$ cat src/rtl/imager_crop.sv
// Streaming window crop: keeps a rectangular region of each frame and reports
// the kept geometry of the last completed frame on out_cols/out_rows.
`ifndef DTYPE_WIDTH
`define DTYPE_WIDTH 4
`endif
`ifndef DTYPE_FRAME_START
`define DTYPE_FRAME_START  4'h1
`define DTYPE_FRAME_END    4'h2
`define DTYPE_ROW_START    4'h3
`define DTYPE_ROW_END      4'h4
`define DTYPE_PIXEL        4'h5
`define DTYPE_HEADER_START 4'h6
`define DTYPE_HEADER       4'h7
`define DTYPE_HEADER_END   4'h8
`endif

module imager_crop #(
  parameter int DATA_WIDTH = 16,
  parameter int DIM_WIDTH  = 16
) (
  input  logic                    clk,
  input  logic                    resetb,
  input  logic                    enable,
  input  logic [DIM_WIDTH-1:0]    col_start,
  input  logic [DIM_WIDTH-1:0]    row_start,
  input  logic [DIM_WIDTH-1:0]    num_cols,
  input  logic [DIM_WIDTH-1:0]    num_rows,
  input  logic                    dvi,
  input  logic [`DTYPE_WIDTH-1:0] dtypei,
  input  logic [DATA_WIDTH-1:0]   datai,
  output logic                    dvo,
  output logic [`DTYPE_WIDTH-1:0] dtypeo,
  output logic [DATA_WIDTH-1:0]   datao,
  output logic [DIM_WIDTH-1:0]    out_cols,
  output logic [DIM_WIDTH-1:0]    out_rows
);

  localparam logic [DIM_WIDTH-1:0] ONE = DIM_WIDTH'(1);

  logic                    r_en;
  logic [DIM_WIDTH-1:0]    r_col_start;
  logic [DIM_WIDTH-1:0]    r_row_start;
  logic [DIM_WIDTH-1:0]    r_num_cols;
  logic [DIM_WIDTH-1:0]    r_num_rows;
  logic                    r_in_frame;
  logic                    r_in_row;
  logic [DIM_WIDTH-1:0]    r_row_cnt;
  logic [DIM_WIDTH-1:0]    r_col_cnt;
  logic [DIM_WIDTH-1:0]    r_pix_cnt;
  logic [DIM_WIDTH-1:0]    r_kept_rows;
  logic [DIM_WIDTH-1:0]    r_last_cols;
  logic                    r_dvo;
  logic [`DTYPE_WIDTH-1:0] r_dtypeo;
  logic [DATA_WIDTH-1:0]   r_datao;
  logic [DIM_WIDTH-1:0]    r_out_cols;
  logic [DIM_WIDTH-1:0]    r_out_rows;

  logic [DIM_WIDTH:0]      w_row_lim;
  logic [DIM_WIDTH:0]      w_col_lim;
  logic                    w_win_ok;
  logic                    w_row_win;
  logic                    w_col_win;
  logic                    w_row_keep;
  logic                    w_pix_keep;
  logic                    w_open_kept;
  logic [DIM_WIDTH-1:0]    w_row_rel;
  logic [DATA_WIDTH-1:0]   w_rs_data;

  // Window limits are one bit wider so a window running past the top of the
  // counter range is clipped instead of wrapping back to row/column 0.
  assign w_row_lim   = {1'b0, r_row_start} + {1'b0, r_num_rows};
  assign w_col_lim   = {1'b0, r_col_start} + {1'b0, r_num_cols};
  assign w_win_ok    = (r_num_rows != '0) && (r_num_cols != '0);
  assign w_row_win   = w_win_ok && (r_row_cnt >= r_row_start) &&
                       ({1'b0, r_row_cnt} < w_row_lim);
  assign w_col_win   = w_win_ok && (r_col_cnt >= r_col_start) &&
                       ({1'b0, r_col_cnt} < w_col_lim);
  assign w_row_keep  = !r_en || w_row_win;
  assign w_pix_keep  = w_row_keep && (!r_en || w_col_win);
  assign w_open_kept = r_in_row && w_row_keep;
  assign w_row_rel   = r_row_cnt - r_row_start;
  assign w_rs_data   = r_en ? DATA_WIDTH'(w_row_rel) : datai;

  always_ff @(posedge clk or negedge resetb) begin
    if (!resetb) begin
      r_en        <= 1'b0;
      r_col_start <= '0;
      r_row_start <= '0;
      r_num_cols  <= '0;
      r_num_rows  <= '0;
      r_in_frame  <= 1'b0;
      r_in_row    <= 1'b0;
      r_row_cnt   <= '0;
      r_col_cnt   <= '0;
      r_pix_cnt   <= '0;
      r_kept_rows <= '0;
      r_last_cols <= '0;
      r_dvo       <= 1'b0;
      r_dtypeo    <= '0;
      r_datao     <= '0;
      r_out_cols  <= '0;
      r_out_rows  <= '0;
    end else begin
      r_dvo    <= 1'b0;
      r_dtypeo <= '0;
      r_datao  <= '0;
      if (dvi) begin
        case (dtypei)
          `DTYPE_FRAME_START: begin
            r_dvo       <= 1'b1;
            r_dtypeo    <= dtypei;
            r_datao     <= datai;
            r_en        <= enable;
            r_col_start <= col_start;
            r_row_start <= row_start;
            r_num_cols  <= num_cols;
            r_num_rows  <= num_rows;
            r_in_frame  <= 1'b1;
            r_in_row    <= 1'b0;
            r_row_cnt   <= '0;
            r_col_cnt   <= '0;
            r_pix_cnt   <= '0;
            r_kept_rows <= '0;
            r_last_cols <= '0;
          end
          `DTYPE_FRAME_END: begin
            r_dvo    <= 1'b1;
            r_dtypeo <= dtypei;
            r_datao  <= datai;
            // An unterminated row is closed here as if its ROW_END had arrived.
            if (r_in_frame) begin
              r_out_cols <= w_open_kept ? r_pix_cnt : r_last_cols;
              r_out_rows <= r_kept_rows + (w_open_kept ? ONE : '0);
            end
            r_in_frame <= 1'b0;
            r_in_row   <= 1'b0;
          end
          `DTYPE_ROW_START: begin
            if (r_in_frame) begin
              r_col_cnt <= '0;
              r_pix_cnt <= '0;
              r_in_row  <= 1'b1;
              if (w_row_keep) begin
                r_dvo    <= 1'b1;
                r_dtypeo <= dtypei;
                r_datao  <= w_rs_data;
              end
            end
          end
          `DTYPE_ROW_END: begin
            if (r_in_frame) begin
              r_row_cnt <= r_row_cnt + ONE;
              r_in_row  <= 1'b0;
              if (w_row_keep) begin
                r_kept_rows <= r_kept_rows + ONE;
                r_last_cols <= r_pix_cnt;
                r_dvo       <= 1'b1;
                r_dtypeo    <= dtypei;
                r_datao     <= datai;
              end
            end
          end
          `DTYPE_PIXEL: begin
            if (r_in_frame) begin
              r_col_cnt <= r_col_cnt + ONE;
              if (w_pix_keep) begin
                r_pix_cnt <= r_pix_cnt + ONE;
                r_dvo     <= 1'b1;
                r_dtypeo  <= dtypei;
                r_datao   <= datai;
              end
            end
          end
          default: begin
            r_dvo    <= 1'b1;
            r_dtypeo <= dtypei;
            r_datao  <= datai;
          end
        endcase
      end
    end
  end

  assign dvo      = r_dvo;
  assign dtypeo   = r_dtypeo;
  assign datao    = r_datao;
  assign out_cols = r_out_cols;
  assign out_rows = r_out_rows;

endmodule

$ cat config.mk
export PLATFORM = sky130hd
export DESIGN_NAME = imager_crop
export DESIGN_NICKNAME = d
export VERILOG_FILES = /design/src/rtl/imager_crop.sv
export SDC_FILE = /design/constraint.sdc
export NUM_CORES = 1
export LEC_CHECK = 0
export CORE_ASPECT_RATIO = 0.8
export CORE_MARGIN = 3
export CORE_UTILIZATION = 49
export CTS_BUF_LIST = sky130_fd_sc_hd__clkbuf_8
export CTS_CLUSTER_DIAMETER = 80
export CTS_CLUSTER_SIZE = 12
export DETAILED_ROUTE_END_ITERATION = 6
export PLACE_DENSITY_LB_ADDON = 0.05
export SLEW_MARGIN = 20
export SYNTH_ARGS = -nofsm -noshare
export SYNTH_HDL_FRONTEND = slang
export SYNTH_SLANG_ARGS = --single-unit
$ cat constraint.sdc
create_clock -name clk -period 5.6 [get_ports clk]
set_input_delay 1.12 -clock clk [delete_from_list [all_inputs] [get_ports clk]]
set_output_delay 1.12 -clock clk [all_outputs]
set_load 0.005 [all_outputs]
---- After elaboration in Yosys (flattened, before gate mapping) ----
Cells that the tools add are included.
Widths: inputs -> output; s select.
cells by class
  add/sub/neg operators ................... 8
  $mul .................................... 0
  divide/modulo/power cells ............... 0
  magnitude comparators ................... 4
  equal/unequal tests ..................... 10
  shifts and indexed selects .............. 0
  mux-type cells .......................... 41
  bitwise operators ....................... 0
  reductions and logical operators ........ 26
operators by type and width
  kind                   count
  $mux 16                18
  $pmux 16 s3            3
  $pmux 16 s2            3
  $add 16x1->16 const B  4
  $add 16x16->17         2
  $lt 16x17->1           2
  $ge 16x16->1           2
  $reduce_bool 16->1     2
  $mux 4                 5
  $add 16x1->16          1
  $sub 16x16->16         1
  $reduce_and 4->1       3
  $ne 2x2->1 const B     5
  $eq 4x2->1 const B     2
  $eq 4x3->1 const B     2
  $mux 1                 8
  $pmux 4 s2             1
  $logic_and 1x1->1      7
  $reduce_and 3->1       2
  $reduce_bool 3->1      2
  $reduce_and 5->1       1
  $eq 4x1->1 const B     1
  $pmux 1 s2             2
  $reduce_and 2->1       2
  5 further kinds        8
word-level totals
  flip-flop bits (word level) ............. 200
  latch bits .............................. 0
  RAM bits ................................ 0
  memory bits (read-only) ................. 0
  bits of input ports ..................... 88
  output and inout port bits .............. 53
  word-level logic and storage cells ...... 106
  memories kept ........................... 0

---- Logic depth before layout (Yosys ltp) ----
  word-level depth ........................ 10
  depth in mapped cells ................... 25

---- Worst setup path before layout ----
No wires, ideal clock.
  path kind ............................... register to register
  start ................................... register r_row_start[0]
  end ..................................... register r_out_rows[12], in the netlist out_rows[12]
  setup time .............................. 0.133 ns
  data arrival time ....................... 4.672 ns
  required time ........................... 5.467 ns
  slack ................................... 0.795 ns
  cell stages (with the launch flop) ...... 24
  path buffers ............................ 2
  period minus slack after synthesis ...... 4.805 ns
  cells stage by stage .................... dfrtp_1 > ha_1 > fa_1 > a211oi_1 > o21ai_0 > a21o_1 > a21oi_1 > xor2_1 > ha_1 > and4_1 > a221o_1 > a31oi_1 > a31oi_1 > o221ai_2 > nand3_1 > buf_4 > buf_4 > inv_1 > ha_1 > ha_1 > nand4_1 > nor3_1 > xnor2_1 > o21ai_0
on the way
  longest elaborated chain between the ends .. 7
  elaborated cells on any way between the ends .. 9
  those cells by class .................... add/sub (2); order compare (2); mux (1); reduce/logical (4)
ends and longest elaborated chain
  what                                                      RTL line  text
  start, declared                                           42        logic [DIM_WIDTH-1:0] r_row_start;
  start signal, assigned                                    115       r_row_start <= row_start;
  $add 16x16->17 / $ge 16x16->1 (equally long branches)     71, 74
  $lt 16x17->1 / $logic_and 1x1->1 (equally long branches)  75, 74
  $logic_and 1x1->1 *                                       74        assign w_row_win = w_win_ok && (r_row_cnt >= r_row_start) &&
  $logic_or 1x1->1 *                                        78        assign w_row_keep = !r_en || w_row_win;
  $logic_and 1x1->1 *                                       80        assign w_open_kept = r_in_row && w_row_keep;
  $mux 1 *                                                  133       r_out_rows <= r_kept_rows + (w_open_kept ? ONE : '0);
  $add 16x1->16 *                                           133
  end signal, assigned                                      133
  end, declared                                             56        logic [DIM_WIDTH-1:0] r_out_rows;
Every way passes the cells marked *; elsewhere a longest branch is shown, timed or not.
A chain may end at the register's enable or synchronous reset.

---- Worst setup path in the final report ----
Ends and elaborated chain as after synthesis.

==> impl_summary.txt <==
----------------------------------------------------
[Synth]
  Net count after synthesis ... 1590
  Synth cell types ... 71
  Dominant combinational cell family by area after synthesis ... simple AND/OR/NAND/NOR gates
  Share of synthesized cell area in and, or, nand and nor gates ... 0.209
  Syn Area/Cell ... 8.78 um2
  Flip-flop and latch count after synthesis ... 200
  Cell type with the highest aggregate area in the netlist ... dfrtp_1
  Syn Inst Count ... 1399
  Area fraction of the dominant cell type after synthesis ... 0.408
  Top area cells in the synthesized netlist ... dfrtp_1, ha_1, nand2_1
  Arithmetic-cell share of the synthesized area counting full adders, half adders and majority gates ... 0.107
  Fraction of the mapped netlist area in compound gates ... 0.166
  Parity-gate share of the synthesized area counting xor and xnor cells ... 0.0492
  EDFF count, synth ... 0
  Proportion of synthesized chip area in sequential cells ... 0.408
  Mux cell area share after synthesis ... 0.0231
  Async S/R FF share, synth ... 1.00
  Count of synthesis-stage warnings from yosys ... 0
  Area of the mapped netlist ... 12300 um2
  Prevailing post-synth register cell ... dfrtp_1

[Finish]
  Fraction of final layout cells sized beyond drive strength 1 ... 0.0452
  Synth-to-layout area growth ... 17.0%
  NumNets Final ... 1704

[Critical path]
  Critical Path Source ... r_row_start[0]$_DFFE_PN0P_
  Max stage delay cell, worst path ... fa_1
  Data required time at the worst endpoint ... 5.97 ns
  Crit-path cells ... ha_1 > fa_1 > a211oi_1 > o21ai_0 > a21o_1 > a21oi_1 > xor2_1 > ha_1 > and4_1 > a221o_1 > a31oi_1 > a31oi_1 > o221ai_2 > nand3_1 > inv_1 > ha_1 > ha_1 > nand4_1 > nor3_1 > xnor2_1 > o21ai_0
  Critical path's largest stage delay ... 0.43 ns
  Class of the most critical setup path ... reg2reg
  Crit path capture type ... flip-flop
  Critical-path maximum fanout ... 5
  Critical Path Start Type ... flip-flop
  R2r startpoint ... r_row_start[0]$_DFFE_PN0P_
  Buffer and inverter count on the worst path ... 1
  Family of cells with the greatest summed delay on the critical path ... compound AO/OA/AOI/OAI gates
  Most common cell on crit path ... ha_1
  Data arrival time of the worst path ... 5.41 ns

[Clock tree]
  CTS Root Buffer Type ... clkbuf_8
  TritonCTS clock tree ... built
  Total CTS buffers ... 17
  Post-CTS Setup Inserts ... 0
  Worst-path clk slew ... 0.13 ns
  Clock latency reported for the late side of the worst-skew pair ... 0.49 ns
  Gates resized, CTS repair ... 0
  Number of sinks on the clock net ... 200
  # H-tree levels ... 4
  Maximum clock insertion buffer count ... 2
  Quantity of hold-fixing buffers added after cts ... 0

[Timing]
  Setup-failing EPs final ... 0
  Period utilisation layout ... 0.902
  Worst slack on hold paths ... 0.488 ns
  Clock Skew ... 0.0273 ns
  Period minus WS final ... 5.05 ns
  Final-report hold violation count ... 0
  Headroom to the max-slew limit ... 0.392
  Setup repair after global routing missed its margin ... false
  Number of slew-limit violations in the final report ... 0
  Measured slew at the worst slew-check pin ... 0.912 ns
  Setup TNS ... 0 ns
  F_max ... 198 MHz

[Global routing]
  Number of antenna violations at the first check in global routing ... 0
  Total global-route track usage ... 0.234
  GRT overflow ... 0
  Wire length of the first global-routing pass ... 51.2 mm
  Pin count of the biggest net entering global routing ... 107
  Number of global-route vias before repair ... 9824

[Floorplan]
  Width of the chip ... 183 um
  Die ar. ... 27000 um2
  Initial Util ... 0.501
  Core area ... 24500 um2
  Die Height ... 148 um
  I/O pin count ... 141
  Site Rows ... 51

[Pwr]
  Max IR drop VDD ... 143 uV
  Cell Pwr Density ... 280 nW/um2
  Leakage power ... 0.00667 uW

[Detailed routing]
  Number of optimization iterations in the first detailed-route pass ... 5
  Average via count per standard cell ... 5.64
  Remaining antenna violation count ... 0
  Average detailed-routed wire length per instance ... 17.0 um
  Detailed router's first-iteration violation count ... 756
  Final routed DRC violation total ... 0
  Via count ... 10400
  Post-detailed-routing wire length ... 31.3 mm

[Placement]
  Estimated wirelength of the detail-placed design ... 23.3 mm
  Final weighted congestion in routability-driven placement ... 0.881
  Buffers on Ports ... 140

[Min path]
  Worst min-delay path class ... reg2reg
  Hold path start ... out_rows[4]$_DFFE_PN0P_

[Run status]
  Outcome ... finished clean

[Job]
  Number of maximum-capacitance violations ... 0

----------------------------------------------------
worst min-delay path: cells and delay by family (launching register included):
family	cells	cell delay (ns)
DFF	1	0.36
AOI/OAI and AO/OA	1	0.06
and+or+nand+nor	1	0.04
per-stage QoR:
| stage | power, uW | std cells | utilization | area, um2 | worst slack, ns |
|---|---|---|---|---|---|
| 6_report | 4020 | 1845 | 0.586 | 14400 | 0.551 |
| 5_1_grt | 4300 | 1844 | 0.586 | 14400 | 0.218 |
| 4_1_cts | 4040 | 1844 | 0.586 | 14400 | 0.564 |
| 3_5_place_dp | 3060 | 1812 | 0.569 | 14000 | 0.564 |
| 3_3_place_gp | 3030 | 1812 | 0.569 | 14000 | 0.663 |
| 2_1_floorplan | 2640 | 1399 | - | 12300 | 0.795 |
flip-flops by register name, summed over array words and instances (netlist names):
register     count
out_rows        16
r_in_row         1
r_pix_cnt       16
r_last_cols     16
r_row_cnt       16
r_num_cols      16
r_col_cnt       16
r_num_rows      16
r_en             1
dtypeo           4
r_kept_rows     16
datao           16
r_in_frame       1
r_row_start     16
r_col_start     16
dvo              1
out_cols        16
routing by layer:
layer | wire [um] | part of all wire | GRT usage
met3 | 1520 | 0.049 | 0.0374
met4 | 228 | 0.0073 | 0.0407
met1 | 16100 | 0.51 | 0.364
met5 | 0 | 0 | 0
met2 | 13500 | 0.43 | 0.347
where the power goes:
group          switching (uW)  total (uW)  internal [uW]
clock                     612         969            357
combinational             776        1350            576
sequential                125        1700           1570
cells in the mapped netlist, drive strengths merged (7+ instances only):
cell type,n
a211oi,8
a21o,21
a21oi,68
a31oi,13
a32oi,7
and2,7
and3,10
buf,17
clkbuf,43
dfrtp,200
ha,100
inv,54
mux2i,25
nand2,279
nand2b,16
nand3,68
nand4,23
nor2,76
nor2b,8
nor3,19
nor4,15
o211ai,12
o21a,11
o21ai,130
o311ai,11
or3,15
xnor2,26
xor2,43
cell type report:
type | count | area (um2)
inverter | 54 | 203
tap | 318 | 398
fill | 2286 | 10100
antenna | 1 | 2.50
multi-input combinational | 1085 | 6820
sequential | 200 | 5000
clock inverter | 14 | 165
timing repair buffer | 155 | 1530
clock buffer | 18 | 248
placed cells by master (no fill, tap or decap), types with 5 or more instances in the layout:
master,instances
buf_4,14
a21o_1,20
or4_1,6
xnor2_1,26
and2_1,6
a31oi_1,12
clkbuf_8,19
inv_8,5
nor2b_1,8
nand4_1,23
o211ai_1,12
xor2_1,43
nand3_1,68
and3_1,10
a21oi_1,68
nor2_1,75
mux2i_1,25
or3_1,15
o21ai_1,30
inv_1,54
and4_1,5
nor3_1,17
nor4_1,13
dfrtp_1,200
o21a_1,10
o311ai_1,11
a32oi_1,7
clkdlybuf4s50_1,139
ha_1,100
nand2_1,278
nand2b_1,16
o21ai_0,98
a211oi_1,8
logic make-up after synthesis:
kind of cell | after synthesis
buffers and inverters | 114
adder cells (fa/ha/maj) | 103
AO/OA/AOI/OAI | 324
AND/OR/NAND/NOR | 561
multiplexers | 28
flip-flops | 200
XOR/XNOR | 69
worst paths after layout:
check | endpoint | cells after the start | slack [ns]
setup / recovery | out_rows[12]$_DFFE_PN0P_ | 21 | 0.55
hold / removal | out_rows[4]$_DFFE_PN0P_ | 2 | 0.49
setup reg to reg | out_rows[12]$_DFFE_PN0P_ | 21 | 0.55
hold reg to reg | out_rows[4]$_DFFE_PN0P_ | 2 | 0.49
max in group asynchronous | r_last_cols[3]$_DFFE_PN0P_ | 2 | 3.63
min in group asynchronous | out_rows[6]$_DFFE_PN0P_ | 1 | 0.68
Power figures use the tool's default switching activity.
